$ cat src/rtl/ifetch_pkg.sv
// Shared definitions for the instruction-fetch program counter slice:
// next-PC select encodings, the PC unit state machine states and the
// default vector constants used when a parent does not override them.
package ifetch_pkg;

    typedef enum logic [1:0] {
        PC_SEQ    = 2'd0,
        PC_BRANCH = 2'd1,
        PC_JUMP   = 2'd2,
        PC_REG    = 2'd3
    } pc_src_e;

    typedef enum logic {
        ST_RUN   = 1'b0,
        ST_FAULT = 1'b1
    } pc_state_e;

    localparam logic [31:0] DEFAULT_RESET_VECTOR = 32'h0000_0000;
    localparam logic [31:0] DEFAULT_EXC_VECTOR   = 32'h0000_0080;
    localparam int          DEFAULT_INCR         = 4;

endpackage

$ cat src/rtl/next_pc_calc.sv
// Combinational next-PC candidate selection and misaligned register-jump
// detection. Holds no state; the PC register lives in the parent.
module next_pc_calc
    import ifetch_pkg::*;
#(
    parameter int WIDTH = 32,
    parameter int INCR  = DEFAULT_INCR
) (
    input  logic [WIDTH-1:0]        pc,
    input  logic [1:0]              pc_src,
    input  logic signed [WIDTH-1:0] branch_offset,
    input  logic [25:0]             jump_target,
    input  logic [WIDTH-1:0]        reg_target,
    output logic [WIDTH-1:0]        pc_plus4,
    output logic [WIDTH-1:0]        next_pc,
    output logic                    misalign
);

    logic signed [WIDTH-1:0] offset_bytes;
    logic [WIDTH-1:0]        branch_tgt;
    logic [WIDTH-1:0]        jump_tgt;
    logic [27:0]             jump_field;
    pc_src_e                 src;

    assign src          = pc_src_e'(pc_src);
    assign pc_plus4     = pc + WIDTH'(INCR);
    assign offset_bytes = branch_offset <<< 2;
    assign branch_tgt   = pc_plus4 + $unsigned(offset_bytes);
    assign jump_field   = {jump_target, 2'b00};

    // Jump keeps the PC+4 region bits above the 28-bit field; narrow PCs
    // simply keep the low part of the field.
    if (WIDTH > 28) begin : g_wide_jump
        assign jump_tgt = {pc_plus4[WIDTH-1:28], jump_field};
    end else begin : g_narrow_jump
        assign jump_tgt = jump_field[WIDTH-1:0];
    end

    // Only register jumps can produce an unaligned target.
    assign misalign = (src == PC_REG) && (reg_target[1:0] != 2'b00);

    // Select the candidate for the requested redirect kind.
    always_comb begin
        next_pc = pc_plus4;
        case (src)
            PC_SEQ:    next_pc = pc_plus4;
            PC_BRANCH: next_pc = branch_tgt;
            PC_JUMP:   next_pc = jump_tgt;
            PC_REG:    next_pc = reg_target;
            default:   next_pc = pc_plus4;
        endcase
    end

endmodule

$ cat src/rtl/program_counter_unit.sv
// Fetch program counter with exception entry/return, EPC capture, stall
// and a one-cycle fault state for misaligned register jumps.
module program_counter_unit
    import ifetch_pkg::*;
#(
    parameter int               WIDTH        = 32,
    parameter logic [WIDTH-1:0] RESET_VECTOR = WIDTH'(DEFAULT_RESET_VECTOR),
    parameter logic [WIDTH-1:0] EXC_VECTOR   = WIDTH'(DEFAULT_EXC_VECTOR),
    parameter int               INCR         = DEFAULT_INCR
) (
    input  logic             Clk,
    input  logic             Reset,
    input  logic             Stall,
    input  logic [1:0]       PCSrc,
    input  logic [WIDTH-1:0] BranchOffset,
    input  logic [25:0]      JumpTarget,
    input  logic [WIDTH-1:0] RegTarget,
    input  logic             ExcReq,
    input  logic             Eret,
    output logic [WIDTH-1:0] PCResult,
    output logic [WIDTH-1:0] PCPlus4,
    output logic [WIDTH-1:0] EPC,
    output logic             MisalignFault,
    output logic             Valid
);

    logic [WIDTH-1:0] pc;
    logic [WIDTH-1:0] epc;
    logic [WIDTH-1:0] next_pc;
    logic             misalign;
    logic             fault_q;
    logic             valid_q;
    pc_state_e        state;

    next_pc_calc #(
        .WIDTH (WIDTH),
        .INCR  (INCR)
    ) u_calc (
        .pc            (pc),
        .pc_src        (PCSrc),
        .branch_offset ($signed(BranchOffset)),
        .jump_target   (JumpTarget),
        .reg_target    (RegTarget),
        .pc_plus4      (PCPlus4),
        .next_pc       (next_pc),
        .misalign      (misalign)
    );

    // PC/EPC update and fault FSM; a fault always completes in one cycle
    // regardless of stall or exception inputs.
    always_ff @(posedge Clk or posedge Reset) begin
        if (Reset) begin
            pc      <= RESET_VECTOR;
            epc     <= '0;
            state   <= ST_RUN;
            fault_q <= 1'b0;
            valid_q <= 1'b1;
        end else begin
            case (state)
                ST_FAULT: begin
                    pc      <= EXC_VECTOR;
                    state   <= ST_RUN;
                    fault_q <= 1'b0;
                    valid_q <= 1'b1;
                end
                default: begin
                    fault_q <= 1'b0;
                    valid_q <= 1'b1;
                    if (ExcReq) begin
                        epc <= pc;
                        pc  <= EXC_VECTOR;
                    end else if (Eret) begin
                        pc <= epc;
                    end else if (!Stall) begin
                        if (misalign) begin
                            epc     <= pc;
                            state   <= ST_FAULT;
                            fault_q <= 1'b1;
                            valid_q <= 1'b0;
                        end else begin
                            pc <= next_pc;
                        end
                    end
                end
            endcase
        end
    end

    assign PCResult      = pc;
    assign EPC           = epc;
    assign MisalignFault = fault_q;
    assign Valid         = valid_q;

endmodule

$ cat config.mk
export PLATFORM = sky130hd
export DESIGN_NAME = program_counter_unit
export DESIGN_NICKNAME = d
export VERILOG_FILES = /design/src/rtl/ifetch_pkg.sv /design/src/rtl/next_pc_calc.sv /design/src/rtl/program_counter_unit.sv
export SDC_FILE = /design/constraint.sdc
export NUM_CORES = 1
export LEC_CHECK = 0
export ABC_AREA = 1
export CAP_MARGIN = 20
export CORE_MARGIN = 2
export CORE_UTILIZATION = 53
export CTS_CLUSTER_SIZE = 20
export DETAILED_ROUTE_END_ITERATION = 16
export GPL_TIMING_DRIVEN = 0
export PLACE_DENSITY_LB_ADDON = 0.25
export REMOVE_ABC_BUFFERS = 1
export SLEW_MARGIN = 20
export SYNTH_ARGS = -nofsm -noshare
export SYNTH_HDL_FRONTEND = slang
export SYNTH_SLANG_ARGS = --single-unit
$ cat constraint.sdc
create_clock -name Clk -period 6.4 [get_ports Clk]
set_input_delay 1.28 -clock Clk [delete_from_list [all_inputs] [get_ports Clk]]
set_output_delay 1.28 -clock Clk [all_outputs]
set_load 0.005 [all_outputs]
Yosys cells after proc, flatten, opt, wreduce, memory -nomap -nowiden:

Cells that the tools add are included.

* flip-flop bits (word level): 66
* output and inout port bits: 98
* logic and storage cells: 40
* input port bits: 97

* bitwise operators: 1
* reduce and logical (&&, ||, !) cells: 6
* $add $sub $neg: 2
* muxes and demuxes: 20
* eq/ne operators: 7

Operators with widths (count)
* 32-bit two-way mux: 9
* 32-bit case mux with 4 select lines: 1
* 32-bit by 3-bit adder with 32-bit output, second input constant: 1
* 32-bit adder: 1
* 1-bit two-way mux: 10
* 2-bit equality test, second input constant: 2
* 4-bit by 1-bit != test with 1-bit output, second input constant: 1
* 4-bit by 3-bit != test with 1-bit output, second input constant: 1
* 4-bit AND reduction: 1
* 2-bit nonzero test: 2
* 2-bit by 1-bit equality test with 1-bit output, second input constant: 1
* 2-bit logical NOT: 1
* 2-bit by 1-bit != test with 1-bit output, second input constant: 1
* 2-bit != test, second input constant: 1
* 2-bit AND reduction: 1
* 1-bit logical AND: 1
* 1-bit inverter: 1

Logic depth before layout (Yosys ltp):

* depth after elaboration: 8
* mapped depth: 28
* gate-level depth less buffers: 28

By module:

A second synthesis with hierarchy kept.

* cell total of the unflattened synthesis: 1245
* area, all modules: 7199.4 um^2

Modules (own cells, without submodules)
* next_pc_calc: times used 1, area an instance 3940.0 um^2, cells an instance 786, sequential area each 0.0 um^2
* program_counter_unit: times used 1, area an instance 3259.4 um^2, cells an instance 459, sequential area each 1652.8 um^2

Least setup slack after synthesis:

OpenSTA, ideal clock, no wires.

* path type: register to register
* start: register pc[3] (netlist: PCResult[3])
* end: register pc[29] (netlist: PCResult[29])
* data required time: 6.284 ns
* period minus slack after synthesis: 2.947 ns
* setup slack: 3.453 ns
* path buffers: 0
* data arrival time: 2.831 ns
* cell stages (with the launch flop): 26
* library setup time: 0.116 ns
* path through: dfrtp_1 ha_1 nand3_2 inv_2 nand2_1 inv_1 nand2_2 nor2_2 nand3_1 o21ai_2 nand2_1 ha_1 nand2_1 nor2_1 inv_1 nor2_1 and2_1 nand2_1 nand2_1 nand2_1 nand3_1 nand3_1 nand2_1 nand2_1 nand2_1 nand2_1

* cells in the longest elaborated chain, start to end: 8

Ends and longest elaborated chain
* start: declaration: RTL line program_counter_unit.sv:27 `logic [WIDTH-1:0] pc;`
* start signal: assignment: RTL line program_counter_unit.sv:73 `pc <= epc;`
* start signal: assignment: RTL line program_counter_unit.sv:81 `pc <= next_pc;`
* 32-bit by 3-bit adder with 32-bit output: RTL line next_pc_calc.sv:26 `assign pc_plus4 = pc + WIDTH'(INCR);`
* named net PCPlus4[20]: RTL line program_counter_unit.sv:21 `output logic [WIDTH-1:0] PCPlus4,`
* 32-bit adder: RTL line next_pc_calc.sv:28 `assign branch_tgt = pc_plus4 + $unsigned(offset_bytes);`
* 32-bit case mux with 4 select lines: RTL line next_pc_calc.sv:45 `case (src)`
* 32-bit two-way mux: RTL line program_counter_unit.sv:75 `if (misalign) begin`
* 32-bit two-way mux: RTL line program_counter_unit.sv:74 `end else if (!Stall) begin`
* 32-bit two-way mux: RTL line program_counter_unit.sv:72 `end else if (Eret) begin`
* 32-bit two-way mux: RTL line program_counter_unit.sv:69 `if (ExcReq) begin`
* 32-bit two-way mux: RTL line program_counter_unit.sv:59 `case (state)`

The timed path passes the listed nets, and every way through them passes these cells. The select of a mux whose other input is x is not followed.
A chain may end at the register's enable or synchronous reset.

Worst setup path after layout:

* start: input port PCSrc[1]
* end: register pc[5] (netlist: PCResult[5])

* cells in the longest elaborated chain, start to end: 7
* elaborated cells between the ends (all ways): 13
* those cells by class: eq/ne: 4; mux: 6; reduce/logical: 3

Ends and longest elaborated chain
* start: declaration: RTL line program_counter_unit.sv:14 `input logic [1:0] PCSrc,`
* 2-bit equality test, or another cell as far along: RTL line next_pc_calc.sv:40, next_pc_calc.sv:45
* 32-bit case mux with 4 select lines: RTL line next_pc_calc.sv:45
* 32-bit two-way mux: RTL line program_counter_unit.sv:75
* 32-bit two-way mux: RTL line program_counter_unit.sv:74
* 32-bit two-way mux: RTL line program_counter_unit.sv:72
* 32-bit two-way mux: RTL line program_counter_unit.sv:69
* 32-bit two-way mux: RTL line program_counter_unit.sv:59

Parallel ways exist; a longest one is shown, timed or not. The select of a mux whose other input is x is not followed.

==> impl_results.md <==
* Register area at 1653 sq um
* Antenna cells at 0
* Int Pwr at ~1.1 mW
* Clk pwr share at 29.7%
* Final nets at between 1000 and 1500
* Clk_lat worst skew at ~0.33 ns
* Worst path top cell family by delay: buffers and inverters
* Top layer in use: met4
* Root buf cell: clkbuf_16
* Worst Path Buf+Inv at 4
* Post-CTS Setup Inserts at 0
* Max Cap Viol at 0
* CP Max Fanout at 21
* Commonest cells post-synth: 446 x nand2_1, 165 x inv_1, 93 x nor2_1
* Post-synth top area cell: nand2_1
* Hold depth at 2
* Final antenna-violating net count at 0
* Rows at between 40 and 50
* Switching power total at ~0.6 mW
* Number of synthesized flops with an enable pin at 0
* Die height at 117.0 microns
* Critical setup path kind: in2reg
* WP data required at roughly 6.6 ns
* Hold WS at 0.5119 ns
* Port Buffers at 192
* Maximum clock insertion buffer count at 2
* Critical-path cell list: clkdlybuf4s50_1, nand2_1, inv_2, o21ai_0, nand2_1, nand2_1, inv_1, nor2_2, inv_1, o22ai_1
* Met1 wire length at between 9000 and 10000 microns
* Final HPWL DP at slightly below 20000 microns
* Combinational fraction of design power at between 30% and 40%
* Fill count at around 1100
* DIE WIDTH at around 120 microns
* Final Skew at around 0.0076 ns
* Sink Count at 66
* Share of layout cells above drive strength 1 at approximately 4.6%
* Sequential-to-total area share from yosys stat at about a quarter
* Maximum VDD drop at 223.0 uV
* Ys Warns at 0
* H-tree depth at 3
* Outcome: completed
* 1st-iter DRT viols at approximately 990
* Power per cell area at about 180 nW/um^2
* Synth top area share at around a quarter
* Max incr delay on CP at about 1.3 ns
* DP Area at roughly 9000 sq um
* Finished Cell Area at 9136 sq um
* HP Start: EPC[6]
* Hold violation total from the final report at 0
* Crit path max-delay cell type: clkdlybuf4s50_1
* R2r setup slk at roughly 2.5 ns
* CTS tree: done
* I/O pin count at just under 200
* Final worst path period need at between 4 and 5 ns
* Startpoint types: input pin
* Slew @ Worst Pin at approximately 1.2 ns
* Vias in the first global route at between 7000 and 8000
* Synth cell types at 49
* Sw Share at 35.90%
* Gpl congestion at approximately 1
* Footprint of the multi-input gates at between 4000 and 5000 sq um
* RSZ-0062 raised after global routing: false
* Drt total wl at ~25000 microns
* GRT Util Overall at 36.67%
* Met2 WL at roughly 11000 microns
* Core Region at about 13000 sq um
* LEAKAGE at 4.619 nW
* Final setup TNS at 0 ns
* Most numerous cell in the Yosys netlist: nand2_1
* Area contributors post-synth: nand2_1 25%, dfrtp_1 24%, inv_1 9.2%
* Synthesis-to-finish area growth at 35.05%
* FF-to-FF Start: PCResult[3]
* Async set or reset register ratio after synthesis at 100.0%
* Endpoints failing setup at 0
* Global-route wire length before repair at between 30000 and 40000 microns
* Sequential Power Share at between 30% and 40%
* Post-CTS sizing at 0
* Crit path capture type: flip-flop
* Reg2reg end: PCResult[30]
* Slew headroom at 21.79%
* DR vias at about 8000
* Ys flop type: dfrtp_1
* DRC at 0
* TritonCTS Buffers at 9
* Hold Buf Count CTS at 0
* Cells after Synth at about 1100
* Largest net degree at the start of global routing at 58
* Worst R2R Path Depth at 23
* Via density at about 5.5
* Starting Density at 54.05%
* Max Fclk at between 200 and 250 MHz
* Drt first pass iters at 5
* Routed len/inst at between 15 and 20 microns
* Hold crit path type: reg2reg
* Period utilisation layout at about three quarters
* Initial antenna violation count at 0
* Critical Path Most Common Cell: nand2_1
* WHS Endpoint: EPC[6]
* Total gr overflow at 0
* Routed length on met3 at 2577 microns
* Setup slack after layout at 1.695 ns
* Yosys reg bits at 66
* Arrival @ worst endpoint at between 4 and 5 ns
* Slew Limit Fails at 0
* Post-Layout Cell Count at approximately 1500
* DIE AREA at about 14000 sq um
* Worst slack, placed at a little under 1 ns
* Syn_area_per_cell at a little under 6 sq um
* Clock slew at reported path FFs at roughly 0.06 ns
* Total placed cells including tap cells at about 1500
* Cell Area, Synth at a little under 7000 sq um
-- cells in the final DEF, fill, tap and decap left out, types with 8 or more instances in the layout --
cell type,instances
dfrtp_1,65
o22ai_1,16
clkbuf_16,9
nand2_2,9
nor2_4,8
ha_1,36
nand4_1,12
inv_1,164
nor3_1,8
clkdlybuf4s50_1,192
nand2_1,446
a21oi_1,43
nand3_1,70
nor2_1,92
o21ai_0,50
xor2_1,18
-- through the flow --
stage	utilization [%]	power, mW
floorplan	-	0.8372
global placement	69.84	1.135
detailed placement	70.44	1.150
CTS	72.83	1.644
global route	72.99	1.745
finish	72.99	1.657
-- layout make-up --
| class | count | share of cell area (%) |
|---|---|---|
| clock inverters | 4 | 0.5752 |
| clock buffers | 12 | 2.698 |
| inverters | 169 | 6.971 |
| flip-flops and latches | 66 | 18.09 |
| well taps | 172 | 2.356 |
| multi-input cells | 870 | 47.40 |
| repair buffers | 199 | 21.91 |
-- worst register-to-register path: cells and delay by family (launching register included) --
kind	cells	cell delay (ns)
flops	1	0.50
simple gates	17	1.89
fa+ha+maj	2	0.74
buf+inv	3	0.39
xor+xnor	1	0.22
-- cells by family (layout without fill, tap and decap cells) --
logic type               after synthesis  after routing  share of synthesized area [%]
AO/OA/AOI/OAI                        139            139                          11.91
AND/OR/NAND/NOR                      669            669                          41.48
XOR/XNOR                              18             18                          2.330
adder cells (fa/ha/maj)               37             37                          6.954
buffers and inverters                200            384                          11.74
flip-flops                            66             66                          24.43
multiplexers                           7              7                          1.147
-- flip-flops by register name, indices dropped and copies added (netlist names) --
register / flops
Valid: 1
state: 1
EPC: 32
PCResult: 32
-- worst max-delay path by stage --
stage | start | to | cells past startpoint
3_5_place_dp | PCSrc[1] | PCResult[4] | 10
5_1_grt | ExcReq | PCResult[5] | 9
3_3_place_gp | PCSrc[1] | EPC[27] | 7
6_report | PCSrc[1] | PCResult[5] | 10
4_1_cts | PCSrc[1] | PCResult[4] | 10
2_1_floorplan | Eret | EPC[11] | 5
-- power groups by stage --
stage / logic, mW / registers, mW / clock network, mW
after floorplan: 0.325 / 0.512 / 0
after global placement: 0.616 / 0.519 / 0
after detailed placement: 0.631 / 0.520 / 0
after CTS: 0.636 / 0.514 / 0.493
after global routing: 0.713 / 0.523 / 0.510
final: 0.648 / 0.517 / 0.492
-- layer usage --
metal	vias to the layer above	GRT usage, %
met1	3696	51.71
met3	61	4.428
li1	3958	-
met5	-	0
met4	0	12.39
met2	458	58.73
(Power assumes the default switching activity.)
